[config.mk]
export PLATFORM = sky130hd
export DESIGN_NAME = lcd_frame_sequencer
export DESIGN_NICKNAME = d
export VERILOG_FILES = /design/src/rtl/lcd_frame_sequencer.sv
export SDC_FILE = /design/constraint.sdc
export NUM_CORES = 1
export LEC_CHECK = 0
export ABC_CLOCK_PERIOD_IN_PS = 2020
export CORE_MARGIN = 2
export CORE_UTILIZATION = 48
export DETAILED_ROUTE_END_ITERATION = 8
export HOLD_SLACK_MARGIN = 0.03
export PLACE_DENSITY = 0.88
export SLEW_MARGIN = 20
export SYNTH_ARGS = -nofsm -noshare
export SYNTH_HDL_FRONTEND = slang
export SYNTH_SLANG_ARGS = --single-unit
[constraint.sdc]
create_clock -name clk -period 2.02 [get_ports clk]
set_clock_uncertainty 0.05 [all_clocks]
set_input_delay 0.404 -clock clk [delete_from_list [all_inputs] [get_ports clk]]
set_output_delay 0.404 -clock clk [all_outputs]
set_load 0.01 [all_outputs]
[src/rtl/lcd_frame_sequencer.sv]
// Master sequencer for the LCD command LUT: panel init, then a raster walk of the grid
// on each frame request, driving the LUT mode, cell coordinates and the 8080 wrx/csx strobes.
//
// state       | meaning
// INIT_SET    | LUT presents the next init byte; strobe wrx low unless paused or finished
// INIT_SEND   | init byte on the bus, wrx rises at the end of this cycle
// IDLE        | init done, bus deselected, waiting for a frame request
// CELL_SET    | LUT presents the next byte of the current cell
// CELL_SEND   | cell byte on the bus, wrx rises at the end of this cycle
// CELL_END    | cell finished, LUT rewinds its byte index, step to the next cell
module lcd_frame_sequencer #(
  parameter int GRID_W = 16,
  parameter int GRID_H = 12
) (
  input  logic       clk,
  input  logic       nrst,
  input  logic       frame_req,
  input  logic       cmd_finished,
  input  logic       lut_pause,
  output logic [2:0] mode,
  output logic [3:0] cell_x,
  output logic [3:0] cell_y,
  output logic       wrx,
  output logic       csx,
  output logic       init_done,
  output logic       frame_busy,
  output logic       frame_done
);

  typedef enum logic [2:0] {
    S_INIT_SET,
    S_INIT_SEND,
    S_IDLE,
    S_CELL_SET,
    S_CELL_SEND,
    S_CELL_END
  } state_t;

  localparam logic [2:0] MODE_IDLE   = 3'd0;
  localparam logic [2:0] MODE_SET_I  = 3'd1;
  localparam logic [2:0] MODE_SEND_I = 3'd2;
  localparam logic [2:0] MODE_SET    = 3'd3;
  localparam logic [2:0] MODE_SEND   = 3'd4;

  localparam logic [3:0] LAST_X = 4'(GRID_W - 1);
  localparam logic [3:0] LAST_Y = 4'(GRID_H - 1);

  state_t     state, state_d;
  logic [2:0] mode_d;
  logic [3:0] cell_x_d, cell_y_d;
  logic       wrx_d, csx_d, init_done_d, frame_busy_d, frame_done_d;
  logic       pending, pending_d;
  logic       init_fin, init_fin_d;

  always_ff @(posedge clk or negedge nrst) begin
    if (!nrst) begin
      state      <= S_INIT_SET;
      mode       <= MODE_SET_I;
      cell_x     <= '0;
      cell_y     <= '0;
      wrx        <= 1'b1;
      csx        <= 1'b1;
      init_done  <= 1'b0;
      frame_busy <= 1'b0;
      frame_done <= 1'b0;
      pending    <= 1'b0;
      init_fin   <= 1'b0;
    end else begin
      state      <= state_d;
      mode       <= mode_d;
      cell_x     <= cell_x_d;
      cell_y     <= cell_y_d;
      wrx        <= wrx_d;
      csx        <= csx_d;
      init_done  <= init_done_d;
      frame_busy <= frame_busy_d;
      frame_done <= frame_done_d;
      pending    <= pending_d;
      init_fin   <= init_fin_d;
    end
  end

  always_comb begin
    state_d      = state;
    cell_x_d     = cell_x;
    cell_y_d     = cell_y;
    wrx_d        = 1'b1;
    csx_d        = csx;
    init_done_d  = init_done;
    frame_busy_d = frame_busy;
    frame_done_d = 1'b0;
    pending_d    = pending | frame_req;
    init_fin_d   = init_fin;

    case (state)
      S_INIT_SET: begin
        csx_d = 1'b0;
        if (lut_pause) begin
          state_d = S_INIT_SET;
        end else if (cmd_finished) begin
          init_fin_d = 1'b1;
          state_d    = S_INIT_SEND;
        end else begin
          wrx_d      = 1'b0;
          init_fin_d = 1'b0;
          state_d    = S_INIT_SEND;
        end
      end
      S_INIT_SEND: begin
        // init_fin remembers that the preceding SET cycle was the terminator
        if (init_fin) begin
          state_d     = S_IDLE;
          init_done_d = 1'b1;
          csx_d       = 1'b1;
        end else begin
          state_d = S_INIT_SET;
        end
      end
      S_IDLE: begin
        csx_d = 1'b1;
        if (pending || frame_req) begin
          state_d      = S_CELL_SET;
          pending_d    = 1'b0;
          cell_x_d     = '0;
          cell_y_d     = '0;
          frame_busy_d = 1'b1;
        end
      end
      S_CELL_SET: begin
        csx_d = 1'b0;
        if (cmd_finished) begin
          state_d = S_CELL_END;
        end else begin
          wrx_d   = 1'b0;
          state_d = S_CELL_SEND;
        end
      end
      S_CELL_SEND: begin
        state_d = S_CELL_SET;
      end
      S_CELL_END: begin
        if (cell_x == LAST_X) begin
          cell_x_d = '0;
          if (cell_y == LAST_Y) begin
            cell_y_d     = '0;
            state_d      = S_IDLE;
            frame_busy_d = 1'b0;
            frame_done_d = 1'b1;
            csx_d        = 1'b1;
          end else begin
            cell_y_d = cell_y + 4'd1;
            state_d  = S_CELL_SET;
          end
        end else begin
          cell_x_d = cell_x + 4'd1;
          state_d  = S_CELL_SET;
        end
      end
      default: state_d = S_INIT_SET;
    endcase
  end

  // mode is registered from the next state so it always names the state being entered
  always_comb begin
    mode_d = MODE_IDLE;
    case (state_d)
      S_INIT_SET:  mode_d = MODE_SET_I;
      S_INIT_SEND: mode_d = MODE_SEND_I;
      S_IDLE:      mode_d = MODE_IDLE;
      S_CELL_SET:  mode_d = MODE_SET;
      S_CELL_SEND: mode_d = MODE_SEND;
      S_CELL_END:  mode_d = MODE_SEND;
      default:     mode_d = MODE_IDLE;
    endcase
  end

endmodule
==> metrics <==
slew margin rel. 0.723; Area growth syn-to-layout 28.5%; H-Tree Depth 1; clock-pin slew on the worst setup and hold paths about 0.11 ns; sequential power share 0.420; Clk pwr share 0.126; drt pass-1 iters 4; Final setup viols 0; hpwl dp roughly 1.4 mm; startpoint type of the worst setup path flip-flop; Main synth FF type dfrtp_1; status finished, final reports clean; initial antenna violation count 0; Synth top area share 0.460; setup_tns 0 ns; 1st-iter DRT viols 13; Max-Cap Viols 0; port bufs 20; vias in the first global route approximately 790; Post-synth EDFFs 0; worst skew pair latency approximately 0.30 ns; vias per std cell 5.62; critical path capture point type output port; CORE AREA 1940 sq um; final setup margin 0.185 ns; Hold WC Path Type input pin to asynchronous set/reset pin; cts hold-fix bufs 0; average wire per standard cell approximately 14 microns; Ant. Diodes 0; layout cells sized above 1 0.157; sw power 547 uW; chip height roughly 50 microns; total number of vias ~800; Mapped Area between 900 and 1000 sq um; Post-CTS Setup Inserts 0; Longest Clk Path Bufs 2; DIE AREA 2420 sq um; Layout Cells excl Fill ~140; P_leak around 0.55 nW; GRT Overall Usage 0.186; Gate Count Post-Synth about 90; IO Pins 21; VDD IR max slightly below 0.0007 V; measured slew at the worst slew-check pin slightly above 0.4 ns; Yosys reg bits 21; synth unique cells 36; Critical Path AT between 1 and 1.5 ns; unrepaired setup endpoints after global routing no; post-synthesis sequential area ratio 0.540; Crit path largest cell delay approximately 0.55 ns; cells along the critical path clkdlybuf4s50_1; syn nets 96; final slew viol count 0; Yosys warnings 0; Sink Count 21; FMAX ~540 MHz; setup slack after placement -0.0301 ns; Post-Place Cells between 100 and 150; TritonCTS clock tree built; slowest stage cell, crit path dfstp_2; antenna-violating nets left 0; Switching Fraction 0.346; Period minus WS final roughly 1.8 ns; Req. time, crit path 1.57 ns; Clock Tree Root clkbuf_4; layout net count roughly 120; fin crit share 0.908; Commonest cells post-synth 18 x dfrtp_1, 8 x a21oi_1, 7 x o21ai_0; most frequent cell after synthesis dfrtp_1; num rows 16; starting density of the core 0.505; Int Pwr slightly above 1 mW; post-synth top area cell dfrtp_1; Async SR Flop Fraction 1.00; crit path max fanout 2; post-route DRC violation count 0; kind of critical path flip-flop to output port; GPL Wtd Cong roughly 0.79; Die Width around 49 microns; Avg Cell Area, Syn 11.0 sq um; first-pass GRT wire length about 3.4 mm; pin count of the biggest net entering global routing 22; cts bufs inserted 3; worst hold slack roughly 0.38 ns; Fin. Hold Viols 0; DRT Wirelength between 1.5 and 2 mm; Buf/Inv on CP 1; Synth area leaders dfrtp_1 46%, dfstp_2 8.0%, a21oi_1 4.1%, o21ai_0 3.6%, and3_1 2.6%; CP top delay family flip-flops; gr ovfl total 0; PD cells approximately 1300 nW/um^2; power share of the combinational group 0.454; post_cts resized 0
[cell usage in the layout, fill, tap and decap left out, drive strengths merged, types with 2 or more instances in the layout]
cell type	count
o2bb2ai	2
clkbuf	4
a21oi	8
and3	4
nor2b	2
nor3	3
ha	2
mux2	2
nand3	2
nor2	5
clkdlybuf4s50	20
inv	3
buf	6
nand3b	2
o21ai	7
dfrtp	18
dfstp	3
a21o	2
nand2	3
[metal layers]
metal / global-route usage / part of all wire / up-vias
li1: - / - / 376
met1: 0.216 / 0.44 / 386
met2: 0.313 / 0.50 / 28
met3: 0.0429 / 0.047 / 8
met4: 0.105 / 0.020 / 0
met5: 0 / 0 / -
[power by group through the flow]
stage               clock (mW)  sequential (mW)  combinational (mW)
global route             0.225            0.685               0.793
finish                   0.198            0.664               0.717
floorplan                    0            0.670               0.448
global placement             0            0.665               0.692
detailed placement           0            0.673               0.716
CTS                      0.205            0.665               0.723
[metrics by stage]
stage	instance area (sq um)	util	power [mW]
5_1_grt	1260	0.648	1.70
6_report	1260	0.648	1.58
2_1_floorplan	980	-	1.12
3_3_place_gp	1230	0.635	1.36
4_1_cts	1260	0.648	1.59
3_5_place_dp	1230	0.635	1.39
[flip-flops by register name, indices dropped and copies added, names as in the netlist]
register / count
cell_x: 4
frame_done: 1
csx: 1
cell_y: 4
init_fin: 1
mode: 3
state: 3
init_done: 1
frame_busy: 1
pending: 1
wrx: 1
[final cells by class]
type / instances / area [sq um]
multi-input combinational: 61 / 413
fill: 173 / 683
timing repair buffer: 26 / 245
inverter: 3 / 11.3
clock buffer: 4 / 26.3
sequential: 21 / 529
tap: 27 / 33.8
[kinds of logic (layout without fill, tap and decap cells)]
| logic type | count (synthesis) | count (layout) | synth area share |
|---|---|---|---|
| compound gates | 29 | 29 | 0.202 |
| simple gates | 26 | 26 | 0.152 |
| flops | 21 | 21 | 0.540 |
| buf+inv | 7 | 33 | 0.0383 |
| mux | 3 | 3 | 0.0332 |
| fa+ha+maj | 2 | 2 | 0.0255 |
| xor+xnor | 1 | 1 | 0.00894 |
[worst paths after layout]
kind	start	to	slack [ns]	cells past startpoint
max in group asynchronous	nrst	wrx	1.27	2
hold reg to reg	init_done	init_done	0.44	1
setup / recovery	csx	csx	0.18	1
hold / removal	nrst	mode[2]	0.38	2
min in group clk	init_done	init_done	0.44	1
setup reg to reg	state[2]	init_fin	0.27	4
No activity file was read; power rests on OpenSTA's default activity.
